### src/rtl/pipeline_sequencer_if.sv
// Control bundle between the pipeline sequencer and the hazard unit, data memory and pipeline registers.
// Optional performance counters are present when PIPE_PERF_CNT_EN is defined.
interface pipeline_sequencer_if;
    logic        start;
    logic        ld_use_stall;
    logic        branch_taken;
    logic        halt_req;
    logic        mem_req;
    logic        mem_ready;
    logic        pc_en;
    logic        en_ifid;
    logic        en_idex;
    logic        en_exmem;
    logic        en_memwb;
    logic        flush_ifid;
    logic        flush_idex;
    logic        flush_exmem;
    logic        mem_start;
    logic        running;
    logic        halted;
    logic        err;
`ifdef PIPE_PERF_CNT_EN
    logic [31:0] stall_cycles;
    logic [15:0] flush_events;
`endif

    // Sequencer side: consumes requests, drives the pipeline controls.
    modport master (
        input  start, ld_use_stall, branch_taken, halt_req, mem_req, mem_ready,
        output pc_en, en_ifid, en_idex, en_exmem, en_memwb,
        output flush_ifid, flush_idex, flush_exmem,
        output mem_start, running, halted, err
`ifdef PIPE_PERF_CNT_EN
        , output stall_cycles, flush_events
`endif
    );

    // Pipeline / environment side.
    modport slave (
        output start, ld_use_stall, branch_taken, halt_req, mem_req, mem_ready,
        input  pc_en, en_ifid, en_idex, en_exmem, en_memwb,
        input  flush_ifid, flush_idex, flush_exmem,
        input  mem_start, running, halted, err
`ifdef PIPE_PERF_CNT_EN
        , input stall_cycles, flush_events
`endif
    );
endinterface

### src/rtl/pipeline_sequencer.sv
// Central 5-stage pipeline controller: start/run/wait/drain/halt FSM driving stage enables and flushes.
// Define PIPE_PERF_CNT_EN to add the stall_cycles / flush_events performance counters.
module pipeline_sequencer #(
    parameter int unsigned MEM_TIMEOUT  = 16,
    parameter int unsigned DRAIN_CYCLES = 3
) (
    input  logic                 clk,
    input  logic                 rst,
    pipeline_sequencer_if.master bus
);
    localparam int unsigned WaitW  = 8;
    localparam int unsigned DrainW = 4;

    typedef enum logic [2:0] {
        stIdle    = 3'd0,
        stRun     = 3'd1,
        stMemWait = 3'd2,
        stDrain   = 3'd3,
        stHalted  = 3'd4
    } stateT;

    stateT              state, nextState;
    logic [WaitW-1:0]   waitCnt, waitNext;
    logic [DrainW-1:0]  drainCnt, drainNext;
    logic               errQ, errNext;

    // Cycle classification shared by next-state and output decode.
    logic memStall, issueCycle, timeout, drainStall;
    logic takeBranch, takeHalt, takeLdUse;

    assign memStall   = (state == stRun) && bus.mem_req && !bus.mem_ready;
    assign issueCycle = ((state == stRun) && !memStall) || ((state == stMemWait) && bus.mem_ready);
    assign timeout    = (state == stMemWait) && !bus.mem_ready &&
                        (waitCnt == WaitW'(MEM_TIMEOUT - 1));
    assign drainStall = (state == stDrain) && bus.mem_req && !bus.mem_ready;
    assign takeBranch = issueCycle && bus.branch_taken;
    assign takeHalt   = issueCycle && !bus.branch_taken && bus.halt_req;
    assign takeLdUse  = issueCycle && !bus.branch_taken && !bus.halt_req && bus.ld_use_stall;

    // State, counters and sticky error register.
    always_ff @(posedge clk) begin
        if (rst) begin
            state    <= stIdle;
            waitCnt  <= '0;
            drainCnt <= '0;
            errQ     <= 1'b0;
        end else begin
            state    <= nextState;
            waitCnt  <= waitNext;
            drainCnt <= drainNext;
            errQ     <= errNext;
        end
    end

    // Next-state and counter update.
    always_comb begin
        nextState = state;
        waitNext  = waitCnt;
        drainNext = drainCnt;
        errNext   = errQ;
        unique case (state)
            stIdle: if (bus.start) nextState = stRun;
            stRun, stMemWait: begin
                if (memStall) begin
                    nextState = stMemWait;
                    waitNext  = '0;
                end else if (issueCycle) begin
                    nextState = takeHalt ? stDrain : stRun;
                    if (takeHalt) drainNext = '0;
                end else if (timeout) begin
                    nextState = stHalted;
                    errNext   = 1'b1;
                end else begin
                    waitNext = waitCnt + WaitW'(1);
                end
            end
            stDrain: begin
                if (!drainStall) begin
                    if (drainCnt == DrainW'(DRAIN_CYCLES - 1)) nextState = stHalted;
                    else drainNext = drainCnt + DrainW'(1);
                end
            end
            stHalted: begin
                if (bus.start) begin
                    nextState = stRun;
                    errNext   = 1'b0;
                end
            end
            default: nextState = stIdle;
        endcase
    end

    // Combinational output decode of state and current requests.
    always_comb begin
        bus.pc_en       = 1'b0;
        bus.en_ifid     = 1'b0;
        bus.en_idex     = 1'b0;
        bus.en_exmem    = 1'b0;
        bus.en_memwb    = 1'b0;
        bus.flush_ifid  = 1'b0;
        bus.flush_idex  = 1'b0;
        bus.flush_exmem = timeout;
        bus.mem_start   = (state == stRun) && bus.mem_req;
        bus.running     = (state == stRun) || (state == stMemWait) || (state == stDrain);
        bus.halted      = (state == stHalted);
        bus.err         = errQ;
        if (state == stDrain) begin
            bus.flush_ifid = 1'b1;
            bus.en_idex    = !drainStall;
            bus.en_exmem   = !drainStall;
            bus.en_memwb   = !drainStall;
        end
        if (issueCycle) begin
            bus.pc_en    = !(takeHalt || takeLdUse);
            bus.en_ifid  = !(takeHalt || takeLdUse);
            bus.en_idex  = 1'b1;
            bus.en_exmem = 1'b1;
            bus.en_memwb = 1'b1;
            bus.flush_ifid = takeBranch || takeHalt;
            bus.flush_idex = takeBranch || takeLdUse;
        end
    end

`ifdef PIPE_PERF_CNT_EN
    // Saturating stall and branch-flush counters, cleared on restart from HALTED.
    always_ff @(posedge clk) begin
        if (rst || ((state == stHalted) && bus.start)) begin
            bus.stall_cycles <= '0;
            bus.flush_events <= '0;
        end else begin
            if (bus.running && !bus.pc_en && (bus.stall_cycles != '1))
                bus.stall_cycles <= bus.stall_cycles + 32'(1);
            if (takeBranch && (bus.flush_events != '1))
                bus.flush_events <= bus.flush_events + 16'(1);
        end
    end
`endif
endmodule

### src/flat_wrapper.sv
// flat-port wrapper written by rule: the top's interface ports become plain ports
module pipeline_sequencer_flat 
#(
    parameter int unsigned MEM_TIMEOUT  = 16,
    parameter int unsigned DRAIN_CYCLES = 3
)
  (clk, rst, bus_start, bus_ld_use_stall, bus_branch_taken, bus_halt_req, bus_mem_req, bus_mem_ready, bus_pc_en, bus_en_ifid, bus_en_idex, bus_en_exmem, bus_en_memwb, bus_flush_ifid, bus_flush_idex, bus_flush_exmem, bus_mem_start, bus_running, bus_halted, bus_err);
  pipeline_sequencer_if bus_i ();
  input  logic clk;
  input  logic rst;
  input wire logic [$bits(bus_i.start)-1:0] bus_start;
  input wire logic [$bits(bus_i.ld_use_stall)-1:0] bus_ld_use_stall;
  input wire logic [$bits(bus_i.branch_taken)-1:0] bus_branch_taken;
  input wire logic [$bits(bus_i.halt_req)-1:0] bus_halt_req;
  input wire logic [$bits(bus_i.mem_req)-1:0] bus_mem_req;
  input wire logic [$bits(bus_i.mem_ready)-1:0] bus_mem_ready;
  output wire logic [$bits(bus_i.pc_en)-1:0] bus_pc_en;
  output wire logic [$bits(bus_i.en_ifid)-1:0] bus_en_ifid;
  output wire logic [$bits(bus_i.en_idex)-1:0] bus_en_idex;
  output wire logic [$bits(bus_i.en_exmem)-1:0] bus_en_exmem;
  output wire logic [$bits(bus_i.en_memwb)-1:0] bus_en_memwb;
  output wire logic [$bits(bus_i.flush_ifid)-1:0] bus_flush_ifid;
  output wire logic [$bits(bus_i.flush_idex)-1:0] bus_flush_idex;
  output wire logic [$bits(bus_i.flush_exmem)-1:0] bus_flush_exmem;
  output wire logic [$bits(bus_i.mem_start)-1:0] bus_mem_start;
  output wire logic [$bits(bus_i.running)-1:0] bus_running;
  output wire logic [$bits(bus_i.halted)-1:0] bus_halted;
  output wire logic [$bits(bus_i.err)-1:0] bus_err;
  assign bus_i.start = bus_start;
  assign bus_i.ld_use_stall = bus_ld_use_stall;
  assign bus_i.branch_taken = bus_branch_taken;
  assign bus_i.halt_req = bus_halt_req;
  assign bus_i.mem_req = bus_mem_req;
  assign bus_i.mem_ready = bus_mem_ready;
  assign bus_pc_en = bus_i.pc_en;
  assign bus_en_ifid = bus_i.en_ifid;
  assign bus_en_idex = bus_i.en_idex;
  assign bus_en_exmem = bus_i.en_exmem;
  assign bus_en_memwb = bus_i.en_memwb;
  assign bus_flush_ifid = bus_i.flush_ifid;
  assign bus_flush_idex = bus_i.flush_idex;
  assign bus_flush_exmem = bus_i.flush_exmem;
  assign bus_mem_start = bus_i.mem_start;
  assign bus_running = bus_i.running;
  assign bus_halted = bus_i.halted;
  assign bus_err = bus_i.err;
  pipeline_sequencer #(.MEM_TIMEOUT(MEM_TIMEOUT), .DRAIN_CYCLES(DRAIN_CYCLES)) u_core (.clk(clk), .rst(rst), .bus(bus_i));
endmodule
### config.mk
export PLATFORM = sky130hd
export DESIGN_NAME = pipeline_sequencer_flat
export DESIGN_NICKNAME = d
export VERILOG_FILES = /design/src/rtl/pipeline_sequencer_if.sv /design/src/rtl/pipeline_sequencer.sv /design/src/flat_wrapper.sv
export SDC_FILE = /design/constraint.sdc
export NUM_CORES = 1
export LEC_CHECK = 0
export CAP_MARGIN = 0
export CELL_PAD_IN_SITES_DETAIL_PLACEMENT = 0
export CELL_PAD_IN_SITES_GLOBAL_PLACEMENT = 1
export CORE_AREA = 2 2 56 58
export CTS_BUF_LIST = sky130_fd_sc_hd__clkbuf_4
export CTS_CLUSTER_DIAMETER = 80
export DETAILED_ROUTE_END_ITERATION = 12
export DIE_AREA = 0 0 58 60
export GPL_TIMING_DRIVEN = 0
export PLACE_DENSITY = 0.77
export SYNTH_ARGS = -nofsm -noshare
export SYNTH_HDL_FRONTEND = slang
export SYNTH_SLANG_ARGS = --single-unit
### constraint.sdc
create_clock -name clk -period 2.1 [get_ports clk]
set_input_delay 0.21 -clock clk [delete_from_list [all_inputs] [get_ports clk]]
set_output_delay 0.21 -clock clk [all_outputs]
set_load 0.05 [all_outputs]
==> impl_metrics.ini, run 1 <==
[status]
status = completed

[place]
placed_cell_area_um2 = 1326
port_buffers = 18
dp_cells = 183
dp_slack_ps = -512.2
gp_congestion = 0.7469
hpwl_mm = 1.873

[drt]
drtIter0Drc = 23
drt_pass1_iterations = 4
wirelength_mm = 2.521
dr_total_vias = 1039
drc = 0
drtAntennaViolNets = 0
wl_per_cell_um = 13.41
post_drt_via_cell_ratio = 5.527

[power_and_ir_drop]
p_int_uw = 697.6
comb_power_share_pct = 62.6
pwr-share-seq_pct = 24.8
peakVddDrop_mv = 0.5758
power_leakage_uw = 0.0005196
power_frac_clock_pct = 12.6
p_switching_uw = 649.4
switching_share_pct = 48.21
powerDensity_nw_per_um2 = 959.5
total_power_uw = 1347

[timing]
final.setup_skew_ps = 3.631
rsz0062_at_grt = no
setup_ws_ps = 115.2
finalCriticalPeriod_ps = 1985
min_period_over_period_pct = 94.52
finalMaxSlewViolations = 0
whs_ps = 289.5
tightestPinTransition_ps = 512.6
slew_headroom_pct = 65.83
hold_viol_final = 0
setup_viol_count_final = 0
fmax_mhz = 503.8

[grt]
grt_pass1_vias = 1002
grt-ovfl-total = 0
antenna_found_initial = 0
grt_max_degree = 11
grt_pass1_wl_mm = 4.367
grtUsageTotal_pct = 16.22

[min_path]
hold_depth = 2
hp-class = primary input to flip-flop
hold_path_end = u_core.waitCnt[7]
min-delay-start = rst

[setup_path]
rr_worst_depth = 5
r2r_start = u_core.state[0]
r2r_end = u_core.waitCnt[7]
r2r_slack_ps = 290
crit_arrival_ps = 1770
critical_path_required_ps = 1890
path_class = flip-flop to primary output
endpoint_kind = primary output
worst_setup_path_start_kind = flip-flop
critPathMaxFanout = 10

[final_layout]
layout.cells.non_filler = 188
drive_gt1_share_pct = 21.94
mostFrequentLayoutCell = dfxtp_1
n_antenna_cell = 0
final_area_um2 = 1404
area_delta_synth_final_pct = 27.79
nets = 168
layout_common_cells = dfxtp_1, nand2_1, a21oi_1

[synth]
synth_top_area_cell = dfxtp_1
synth_cell_types = 49
ys_warn_count = 0
synthArstFlopShare_pct = 0
avgSynthCellArea_um2 = 8.322
synth-main-ff-cell = dfxtp_1
synthTopCellsByArea = dfxtp_1, a21oi_1, nand2_1
synthesis.nets = 143
ys_seq_area_share_pct = 29.16
synth_edf_count = 0
synth_seq_cells = 16
synthCells = 132
syn_area_um2 = 1099
synth.top_cell.area_share_pct = 29.16

[cts]
cts_sinks = 16
clkSlewWorstSetupHoldPaths_ps = 100
cts.htree.levels = 1
cts_tree = done
insertion_delay_ps = 290
postCtsHoldBufs = 0
clock_path_buffers = 2
numCtsBuffers = 3
clockRootBuffer = clkbuf_4

[die]
start_util_pct = 37.84
coreArea_um2 = 2903
io_pins = 20
die_w_um = 58
die-area_um2 = 3480
die_y_um = 60
row_count = 20

[run]
drv_cap = 0
==> power groups by stage <==
| stage | clock network (uW) | logic [uW] | registers, uW |
|---|---|---|---|
| after detailed placement | 0 | 801 | 340 |
| after floorplan | 0 | 594 | 337 |
| final | 170 | 844 | 334 |
| after global placement | 0 | 798 | 340 |
| after global routing | 192 | 901 | 336 |
| after CTS | 178 | 798 | 333 |
==> synthesized netlist by cell type (2+ instances only) <==
library cell / count
a211o_1: 2
a211oi_1: 5
a21oi_1: 12
a311oi_1: 2
a31oi_1: 4
and3_1: 3
buf_4: 4
dfxtp_1: 16
ha_1: 3
inv_1: 8
nand2_1: 11
nand2b_1: 5
nand3_1: 8
nand4_1: 2
nor2_1: 9
nor3_1: 3
o21ai_0: 2
or3_1: 2
==> worst max-delay path by stage <==
stage / startpoint / slack [ps] / cells past startpoint / to
after floorplan: u_core.state[1] / 7 / 5 / bus_flush_ifid
after global placement: bus_mem_req / -500 / 6 / bus_flush_ifid
after detailed placement: bus_mem_req / -510 / 6 / bus_flush_ifid
after CTS: u_core.state[1] / 0.2 / 6 / bus_flush_ifid
after global routing: u_core.state[1] / 9 / 5 / bus_en_ifid
final: u_core.state[1] / 120 / 5 / bus_en_ifid
==> kinds of logic (layout without fill, tap and decap cells) <==
group / after synthesis / count (layout) / synth area share, %
adders and majority gates: 3 / 3 / 3.417
DFF: 16 / 16 / 29.16
AOI/OAI and AO/OA: 39 / 39 / 27.34
xor gates and xnor gates: 2 / 2 / 1.595
and+or+nand+nor: 56 / 56 / 30.87
buffers and inverters: 16 / 39 / 7.630
==> registers in the layout, indices dropped and copies added (netlist names) <==
signal / cells
u_core.waitCnt: 8
u_core.bus.err: 1
u_core.state: 3
u_core.drainCnt: 4
==> critical path: stages (launching register included) <==
cell             delay [ps]
dfxtp_1                 350
buf_6                   160
nor4b_4                 330
a31oi_4                 100
nor2_2                  150
clkdlybuf4s15_2         380
==> metrics by stage <==
step / TNS [ps] / util [%]
final: 0 / 48.36
after global placement: -3037 / 45.69
after floorplan: 0 / -
after CTS: 0 / 46.94
after detailed placement: -3229 / 45.69
after global routing: 0 / 48.36
==> cell type report <==
class,instances,area (um2)
Fill cell,294,1499
Clock buffer,3,22.52
Timing Repair Buffer,20,180.2
Multi-Input combinational cell,100,749.5
Buffer,8,60.06
Inverter,8,30.03
Tap cell,33,41.29
Sequential cell,16,320.3
==> per-layer routing <==
| layer | routed length, um | up-vias | part of all wire (%) | GRT usage (%) |
|---|---|---|---|---|
| met5 | 0 | - | 0 | 0 |
| met4 | 74 | 0 | 2.9 | 9.635 |
| met3 | 93 | 6 | 3.7 | 1.732 |
| met2 | 1149 | 26 | 46 | 25.65 |
| met1 | 1204 | 473 | 48 | 21.34 |
| li1 | - | 534 | - | - |
==> timing repair <==
item / 4_1_cts / 5_1_grt
gates resized for setup: 39 / 14
hold endpoints to repair: 0 / 0
pin swaps: 0 / 3
buffers inserted: 0 / 2
setup endpoints to repair: 10 / 9
No activity file was read; power rests on OpenSTA's default activity.
==> run 2: changes to the inputs <==
--- a/config.mk
+++ b/config.mk
@@ -5,7 +5,8 @@
 export SDC_FILE = /design/constraint.sdc
 export NUM_CORES = 1
 export LEC_CHECK = 0
-export CAP_MARGIN = 0
+export ABC_CLOCK_PERIOD_IN_PS = 2100
+export CAP_MARGIN = 20
 export CELL_PAD_IN_SITES_DETAIL_PLACEMENT = 0
 export CELL_PAD_IN_SITES_GLOBAL_PLACEMENT = 1
 export CORE_AREA = 2 2 56 58
==> results of run 2 <==
No change in the layout: final DEF, timing and power equal those of run 1.
==> run 3: changes to the inputs <==
--- a/config.mk
+++ b/config.mk
@@ -5,7 +5,7 @@
 export SDC_FILE = /design/constraint.sdc
 export NUM_CORES = 1
 export LEC_CHECK = 0
-export ABC_CLOCK_PERIOD_IN_PS = 2100
+export ABC_CLOCK_PERIOD_IN_PS = 2200
 export CAP_MARGIN = 20
 export CELL_PAD_IN_SITES_DETAIL_PLACEMENT = 0
 export CELL_PAD_IN_SITES_GLOBAL_PLACEMENT = 1
@@ -15,7 +15,7 @@
 export DETAILED_ROUTE_END_ITERATION = 12
 export DIE_AREA = 0 0 58 60
 export GPL_TIMING_DRIVEN = 0
-export PLACE_DENSITY = 0.77
+export PLACE_DENSITY_LB_ADDON = 0.1
 export SYNTH_ARGS = -nofsm -noshare
 export SYNTH_HDL_FRONTEND = slang
 export SYNTH_SLANG_ARGS = --single-unit
==> constraint.sdc (replaced) <==
create_clock -name clk -period 2.2 [get_ports clk]
set_input_delay 0.22 -clock clk [delete_from_list [all_inputs] [get_ports clk]]
set_output_delay 0.22 -clock clk [all_outputs]
set_load 0.05 [all_outputs]
==> run 3 against run 2 <==
Effect of this change:
- clock skew grew 2.7 ps
- sequential power down 5%
- cell count shrank 0.53%
- design area decreased by 3.5%
- core utilization shrank 1.7 points
- critical endpoint unchanged
- combinational power shrank 10%
- clock power about the same
- largest cell class unchanged
- register-to-register slack better by 30 ps
==> impl_metrics.ini, run 3 (same netlist as run 1, synthesis figures left out) <==
[status]
status = completed

[min_path]
min-delay-start = rst
hp-class = primary input to flip-flop
hold_path_end = u_core.waitCnt[7]
hold_depth = 2

[drt]
drc = 0
wirelength_mm = 2.665
post_drt_via_cell_ratio = 5.513
wl_per_cell_um = 14.25
drtIter0Drc = 28
drtAntennaViolNets = 0
drt_pass1_iterations = 4
dr_total_vias = 1031

[grt]
grt_pass1_wl_mm = 4.388
grtUsageTotal_pct = 16.73
grt_max_degree = 11
antenna_found_initial = 0
grt-ovfl-total = 0
grt_pass1_vias = 977

[final_layout]
layout_common_cells = dfxtp_1, nand2_1, a21oi_1, nor2_1
largest_register_ffs = 8
reg_top3 = u_core.waitCnt (8), u_core.drainCnt (4), u_core.state (3)
mostFrequentLayoutCell = dfxtp_1
n_antenna_cell = 0
area_delta_synth_final_pct = 23.35
regMostFlops = u_core.waitCnt
layout.cells.non_filler = 187
final_util_pct = 46.68
nets = 166
drive_gt1_share_pct = 20.13

[cts]
cts_sinks = 16
cts.htree.levels = 1
insertion_delay_ps = 300
post_cts_buffers = 0
clock_path_buffers = 2
postCtsHoldBufs = 0
cts_tree = done
clkSlewWorstSetupHoldPaths_ps = 100
clockRootBuffer = clkbuf_4
numCtsBuffers = 3

[timing]
min_period_over_period_pct = 95.19
setup_viol_count_final = 0
final.setup_skew_ps = 6.292
hold_viol_final = 0
whs_ps = 296.6
finalCriticalPeriod_ps = 2094
finalMaxSlewViolations = 0
tightestPinTransition_ps = 567.3
fmax_mhz = 477.5
setup_ws_ps = 105.9
slew_headroom_pct = 62.18

[setup_path]
endpoint_kind = primary output
path_class = flip-flop to primary output
rr_worst_depth = 5
r2r_slack_ps = 320
critPathMaxFanout = 10
worst_setup_path_start_kind = flip-flop
r2r_start = u_core.state[2]
crit_arrival_ps = 1870
r2r_end = u_core.drainCnt[0]
critical_path_required_ps = 1980

[place]
hpwl_mm = 2.032
dp_cells = 183
port_buffers = 18
gp_congestion = 0.8257
dp_slack_ps = -363.5

[die]
coreArea_um2 = 2903
io_pins = 20
start_util_pct = 37.84
die_w_um = 58
die_y_um = 60
row_count = 20
die-area_um2 = 3480

[power_and_ir_drop]
powerDensity_nw_per_um2 = 920.0
power_leakage_uw = 0.0005010
peakVddDrop_mv = 0.6503

[run]
drv_cap = 0
[run 3: per-layer routing]
layer	GRT usage, %	vias up	share of wire [%]
met1	20.97	474	49
met2	28.08	18	46
met3	2.597	5	3.2
met5	0	-	0
met4	7.973	0	1.8
li1	-	534	-
[run 3: how the worst max path moves through the flow]
stage | from | end | slack, ps
final | u_core.state[1] | bus_en_ifid | 110
after global routing | u_core.state[1] | bus_en_idex | -5
after CTS | u_core.state[1] | bus_flush_ifid | -50
after detailed placement | bus_mem_req | bus_flush_ifid | -360
after global placement | bus_mem_req | bus_flush_ifid | -420
after floorplan | u_core.state[1] | bus_pc_en | 10
[run 3: critical path: stages (launching register included)]
cell and delay (ps):
dfxtp_1 380, clkbuf_4 230, xor2_2 240, a31oi_4 150
nor2_1 180, clkdlybuf4s15_2 390
[run 3: area by class of cell]
| type | count | area (um2) |
|---|---|---|
| fillers | 296 | 1548 |
| multi-input cells | 100 | 726.9 |
| flip-flops and latches | 16 | 320.3 |
| repair buffers | 18 | 153.9 |
| plain buffers | 8 | 56.30 |
| well taps | 33 | 41.29 |
| inverters | 8 | 30.03 |
| clock buffers | 3 | 22.52 |
| clock inverters | 1 | 3.754 |
[run 3: metrics by stage]
step | setup TNS, ps | power, uW | area (um2)
5_1_grt | -9.054 | 1310 | 1355
4_1_cts | -47.24 | 1235 | 1339
2_1_floorplan | 0 | 885.7 | 1102
3_3_place_gp | -2472 | 1093 | 1324
3_5_place_dp | -2185 | 1092 | 1324
6_report | 0 | 1247 | 1355
[run 3: power by group]
part	switching (uW)	internal (uW)	total (uW)
clock network	105	66.2	171
registers	11.1	307	318
logic	500	257	757
total	616	630	1250
[run 3: what timing repair did]
action	in CTS	in global routing
pin swaps	0	0
endpoints found under the setup margin	9	9
endpoints found under the hold margin	0	0
resized for setup	33	8
